==> src/rtl/pong_renderer.sv <==
// Pong renderer: one-player paddle/ball game drawn on the VGA pixel stream.
// Optional feature macro SCORE_BAR_EN draws a red miss bar along the top edge.
module pong_renderer #(
   parameter logic [9:0] PADDLE_X     = 10'd16,
   parameter logic [9:0] PADDLE_W     = 10'd8,
   parameter logic [9:0] PADDLE_H     = 10'd64,
   parameter logic [9:0] PADDLE_SPEED = 10'd4,
   parameter logic [9:0] BALL_SIZE    = 10'd8,
   parameter logic [9:0] BALL_SPEED   = 10'd2,
   parameter logic [7:0] SERVE_FRAMES = 8'd60
) (
   input  logic       clk,
   input  logic       reset,
   input  logic [9:0] col,
   input  logic [9:0] row,
   input  logic       visible,
   input  logic       hsync_in,
   input  logic       vsync_in,
   input  logic       btn_up,
   input  logic       btn_down,
   output logic [5:0] rgb,
   output logic       hsync_out,
   output logic       vsync_out,
   output logic [3:0] miss_count
);
   localparam logic [9:0] CX       = 10'd316;
   localparam logic [9:0] CY       = 10'd236;
   localparam logic [9:0] PY_MAX   = 10'd480 - PADDLE_H;
   localparam logic [9:0] BX_MAX   = 10'd640 - BALL_SIZE;
   localparam logic [9:0] BY_MAX   = 10'd480 - BALL_SIZE;
   localparam logic [9:0] BOUNCE_X = PADDLE_X + PADDLE_W;
   localparam logic [9:0] HIT_X_HI = PADDLE_X + PADDLE_W + BALL_SPEED;

   localparam logic [5:0] C_BALL   = 6'b111111;
   localparam logic [5:0] C_PADDLE = 6'b001100;
   localparam logic [5:0] C_BAR    = 6'b110000;
   localparam logic [5:0] C_BORDER = 6'b010101;
   localparam logic [5:0] C_BG     = 6'b000001;

   typedef enum logic {SERVE, PLAY} state_t;

   state_t     state, state_n;
   logic [9:0] py, py_n, bx, bx_n, by, by_n;
   logic       dx, dx_n, dy, dy_n;   // 1 = moving right / down
   logic [7:0] cnt, cnt_n;
   logic [3:0] miss_n;
   logic [1:0] up_sync, dn_sync;
   logic       up, dn, tick, hit, miss;

   always_ff @(posedge clk or posedge reset) begin
      if (reset) begin
         up_sync <= 2'b00;
         dn_sync <= 2'b00;
      end else begin
         up_sync <= {up_sync[0], btn_up};
         dn_sync <= {dn_sync[0], btn_down};
      end
   end

   assign up   = up_sync[1];
   assign dn   = dn_sync[1];
   assign tick = (col == 10'd0) && (row == 10'd480);

   // Paddle test deliberately uses py from before this tick's move.
   assign hit = !dx && (bx <= HIT_X_HI) && (bx >= PADDLE_X) &&
                (by + BALL_SIZE > py) && (by < py + PADDLE_H);

   always_comb begin
      state_n = state;
      py_n    = py;
      bx_n    = bx;
      by_n    = by;
      dx_n    = dx;
      dy_n    = dy;
      cnt_n   = cnt;
      miss_n  = miss_count;
      miss    = 1'b0;
      if (tick) begin
         if (up && !dn)
            py_n = (py >= PADDLE_SPEED) ? py - PADDLE_SPEED : 10'd0;
         else if (dn && !up)
            py_n = (py >= PY_MAX - PADDLE_SPEED) ? PY_MAX : py + PADDLE_SPEED;
         case (state)
            SERVE: begin
               bx_n = CX;
               by_n = CY;
               if (cnt == SERVE_FRAMES - 8'd1) begin
                  cnt_n   = 8'd0;
                  state_n = PLAY;
                  dx_n    = 1'b1;
                  dy_n    = ~dy;
               end else begin
                  cnt_n = cnt + 8'd1;
               end
            end
            PLAY: begin
               if (dx) begin
                  if (bx + BALL_SIZE + BALL_SPEED >= 10'd640) begin
                     bx_n = BX_MAX;
                     dx_n = 1'b0;
                  end else begin
                     bx_n = bx + BALL_SPEED;
                  end
               end else if (hit) begin
                  bx_n = BOUNCE_X;
                  dx_n = 1'b1;
               end else if (bx < BALL_SPEED) begin
                  miss = 1'b1;
               end else begin
                  bx_n = bx - BALL_SPEED;
               end
               if (dy) begin
                  if (by + BALL_SIZE + BALL_SPEED >= 10'd480) begin
                     by_n = BY_MAX;
                     dy_n = 1'b0;
                  end else begin
                     by_n = by + BALL_SPEED;
                  end
               end else if (by < BALL_SPEED) begin
                  by_n = 10'd0;
                  dy_n = 1'b1;
               end else begin
                  by_n = by - BALL_SPEED;
               end
               // A miss overrides both axis results and re-centres the ball.
               if (miss) begin
                  miss_n  = (miss_count == 4'hF) ? 4'hF : miss_count + 4'd1;
                  state_n = SERVE;
                  bx_n    = CX;
                  by_n    = CY;
               end
            end
            default: state_n = SERVE;
         endcase
      end
   end

   always_ff @(posedge clk or posedge reset) begin
      if (reset) begin
         state      <= SERVE;
         py         <= 10'd208;
         bx         <= CX;
         by         <= CY;
         dx         <= 1'b1;
         dy         <= 1'b1;
         cnt        <= 8'd0;
         miss_count <= 4'd0;
      end else begin
         state      <= state_n;
         py         <= py_n;
         bx         <= bx_n;
         by         <= by_n;
         dx         <= dx_n;
         dy         <= dy_n;
         cnt        <= cnt_n;
         miss_count <= miss_n;
      end
   end

   logic       ball_px, pad_px, border_px, bar_px;
   logic [5:0] pix_rgb;

   assign ball_px = (col >= bx) && (col < bx + BALL_SIZE) &&
                    (row >= by) && (row < by + BALL_SIZE);
   assign pad_px  = (col >= PADDLE_X) && (col < PADDLE_X + PADDLE_W) &&
                    (row >= py) && (row < py + PADDLE_H);
   assign border_px = (col < 10'd4) || (col >= 10'd636) ||
                      (row < 10'd4) || (row >= 10'd476);

`ifdef SCORE_BAR_EN
   logic [9:0] bar_w;
   assign bar_w  = {2'b00, miss_count, 4'b0000};
   assign bar_px = (row < 10'd8) && (miss_count != 4'd0) && (col >= 10'd640 - bar_w);
`else
   assign bar_px = 1'b0;
`endif

   always_comb begin
      pix_rgb = C_BG;
      if (ball_px)        pix_rgb = C_BALL;
      else if (pad_px)    pix_rgb = C_PADDLE;
      else if (bar_px)    pix_rgb = C_BAR;
      else if (border_px) pix_rgb = C_BORDER;
   end

   // Syncs share the single register stage so they stay aligned with rgb.
   always_ff @(posedge clk or posedge reset) begin
      if (reset) begin
         rgb       <= 6'd0;
         hsync_out <= 1'b1;
         vsync_out <= 1'b1;
      end else begin
         rgb       <= visible ? pix_rgb : 6'd0;
         hsync_out <= hsync_in;
         vsync_out <= vsync_in;
      end
   end

endmodule

==> config.mk <==
export PLATFORM = sky130hd
export DESIGN_NAME = pong_renderer
export DESIGN_NICKNAME = d
export VERILOG_FILES = /design/src/rtl/pong_renderer.sv
export SDC_FILE = /design/constraint.sdc
export NUM_CORES = 1
export LEC_CHECK = 0
export ABC_AREA = 1
export CORE_MARGIN = 5
export CORE_UTILIZATION = 39
export CTS_CLUSTER_SIZE = 25
export DETAILED_ROUTE_END_ITERATION = 10
export DONT_BUFFER_PORTS = 1
export HOLD_SLACK_MARGIN = 0.08
export REMOVE_ABC_BUFFERS = 1
export SLEW_MARGIN = 10
export SYNTH_ARGS = -nofsm -noshare
export SYNTH_HDL_FRONTEND = slang
export SYNTH_SLANG_ARGS = --single-unit
==> constraint.sdc <==
create_clock -name clk -period 2.9 [get_ports clk]
set_clock_uncertainty 0.15 [all_clocks]
set_input_delay 0.145 -clock clk [delete_from_list [all_inputs] [get_ports clk]]
set_output_delay 0.145 -clock clk [all_outputs]
set_load 0.05 [all_outputs]
==> run_results.csv <==
group,metric,value,unit
critical_path,end_kind,"flop",
die,fp.dieW,129,um
sta,setup_viol,0,
power,ir_worst_vdd,0.000187,V
critical_path,cp_data_required_time,2.98,ns
synthesis,netlist_instances,787,
final_layout,diodes,0,
synthesis,syn-cell-area,5510,um2
synthesis,synth.distinct_cells,45,
die,initial_core_util,39.7,%
drt,wl_per_cell,15.2,um
power,swShare,26.1,%
status,outcome,"finished clean",
cts,numCtsBuffers,5,
critical_path,worst_setup_path_start_kind,"flop",
synthesis,syn_area_per_cell,7.01,um2
sta,slew_headroom,42.6,%
synthesis,async_flop_share,100,%
sta,timing.fmax,357,MHz
drt,drc_errors,0,
power,p_clk_share,41.7,%
die,ios,39,
power,p_seq_share,50.3,%
synthesis,ys_seq_area_share,24.0,%
cts,cts_tree,"built",
cts,h-tree-depth,2,
critical_path,critical_path.max_fanout,6,
sta,hold_viol,0,
drt,drt_iter0_drc,420,
final_layout,utilization,45.0,%
sta,fin_crit_sh,96.6,%
sta,max_slew.worst_pin.slew,0.862,ns
die,dieArea,16600,um2
cts,cts_buffer_depth,2,
die,coreArea,13900,um2
global_route,grt_max_degree,31,
drt,dr_total_vias,5242,
final_layout,nets,932,
drt,vias_per_cell,5.21,
global_route,grt.total_usage,19.0,%
job,maxCapViolations,0,
power,p_int,1.11,mW
hold_path,hp-class,"primary input to flop",
cts,clk_latency,0.31,ns
cts,path_clk_slew,0.08,ns
sta,hold_slack,0.146,ns
synthesis,synth-edff-count,0,
drt,totalWireLength,15300,um
sta,layout_min_cycle_time,2.80,ns
die,rows,43,
placed_design,place_congestion,0.888,
global_route,grt_first_pass_wirelength,25600,um
final_layout,drive_above_1_share,13.7,%
global_route,grt_overflow_total,0,
synthesis,synth_top_flop_cell,"dfrtp_1",
placed_design,numPortBuffers,0,
power,pwr-share-comb,8.0,%
critical_path,crit_arrival,2.88,ns
sta,slew_violations,0,
final_layout,multi_input_area,3740,um2
power,switching_power,0.392,mW
final_layout,area_growth,13.4,%
placed_design,dpl.hpwl,11800,um
global_route,grt_pass1_vias,5098,
cts,cts_root_buf,"clkbuf_16",
synthesis,yosys_warnings,0,
sta,setup_tns,0,ns
critical_path,critical_path_class,"flop to flop",
cts,cts.sinks,52,
final_layout,regArea,1320,um2
power,leakagePower,3.06,nW
drt,dr.pass1.iters,5,
drt,ant_nets,0,
global_route,grt_antenna_before_repair,0,
final_layout,fill_cells,1449,
synthesis,synth-seq-cells,52,
power,p_per_area,240,nW/um2
die,die-height,129,um
[cells in the mapped netlist (all sizes together), types with 12 or more instances]
master,n,share of area [%]
xor2,20,3.2
dfstp,17,8.1
a21oi,58,5.3
nand4,16,2.1
o21ai,42,3.8
ha,80,18
dfrtp,35,16
nor2,101,7.7
nand3,74,7.4
buf,12,1.8
nand2,165,12
inv,108,7.5
nor3,13,1.2
[metal layers]
metal / global-route usage, % / part of all wire, %
met4: 4.20 / 0.93
met3: 3.40 / 6.2
met1: 27.1 / 49
met2: 29.8 / 44
met5: 0 / 0
[through the flow]
stage               setup WS [ns]  cells  total power, mW  instance area (um2)
floorplan                  0.0221    771            0.850                 5400
global placement           0.0922    975            0.875                 5810
CTS                        0.0426    994             1.51                 6060
detailed placement         0.0710    975            0.876                 5810
global route              -0.0352   1006             1.57                 6250
finish                     0.0986   1006             1.50                 6250
[layout by cell type, fill, tap and decap left out, drive strengths merged, types with 2 or more instances in the layout]
cell type,Yosys,routed
nor2,101,101
nand4,16,16
nor4,5,5
inv,108,109
dfstp,17,17
o21ai,42,42
o21a,2,2
ha,80,80
dlygate4sd3,0,11
nand3,74,74
clkinv,1,2
o22ai,2,2
a22oi,2,2
nand2,165,165
and3b,2,2
a21oi,58,58
o2111ai,4,4
clkbuf,4,6
o211ai,4,4
nor3,13,13
dfrtp,35,35
xnor2,5,5
a31oi,6,6
buf,12,36
xor2,20,20
nand3b,2,2
[final timing paths]
check,slack (ns),end,startpoint,depth (start not counted)
worst max-delay path,0.1,rgb[2],py[7],13
worst min-delay path,0.15,by[3],col[1],7
worst max register to register,0.1,rgb[2],py[7],13
worst min register to register,0.20,up_sync[1],up_sync[0],0
max in group asynchronous,1.62,py[7],reset,3
min in group asynchronous,0.24,dn_sync[0],reset,2
[state kept, by name (all words and copies together), names as in the netlist]
| signal | count |
|---|---|
| miss_count | 4 |
| state | 1 |
| rgb | 5 |
| cnt | 8 |
| bx | 9 |
| dn_sync | 2 |
| py | 8 |
| vsync_out | 1 |
| dx | 1 |
| by | 9 |
| up_sync | 2 |
| hsync_out | 1 |
| dy | 1 |
[worst max-delay path, cell delays in order, from the launching register on]
cell and delay [ns]:
dfstp_2 0.59, ha_1 0.19, inv_1 0.05, nand2_1 0.06, nand2_1 0.09, ha_1 0.31, nand4_1 0.10, inv_1 0.06
nand2_1 0.06, o2111ai_1 0.15, nor2_2 0.16, nor2_1 0.06, dlygate4sd3_1 0.56, a21oi_1 0.14
[power groups by stage]
stage          registers [mW]  clock network, mW  logic (mW)
6_report                0.754              0.625       0.120
5_1_grt                 0.755              0.670       0.144
4_1_cts                 0.755              0.638       0.120
3_5_place_dp            0.768                  0       0.108
3_3_place_gp            0.768                  0       0.107
2_1_floorplan           0.767                  0      0.0829
[logic make-up (layout without fill, tap and decap cells)]
kind of cell    count (synthesis)  after routing  synth area share [%]
fa+ha+maj                      80             80                  18.2
flops                          52             52                  24.0
compound gates                124            124                  12.3
simple gates                  379            379                  31.6
xor+xnor                       25             25                  3.97
mux                             2              2                 0.386
buf+inv                       125            164                  9.60
[repair_timing]
action | 4_1_cts | 5_1_grt
hold buffers | 11 | 0
endpoints found under the hold margin | 28 | 0
setup buffers | 0 | 12
gates resized for setup | 0 | 28
setup endpoints to repair | 0 | 27
[area by class of cell]
class / count / area share, %
Tap cell: 180 / 3.60
Sequential cell: 52 / 21.2
Inverter: 109 / 6.79
Clock buffer: 6 / 2.06
Clock inverter: 2 / 0.220
Multi-Input combinational cell: 610 / 59.9
Timing Repair Buffer: 47 / 6.27
Power figures use the tool's default switching activity.
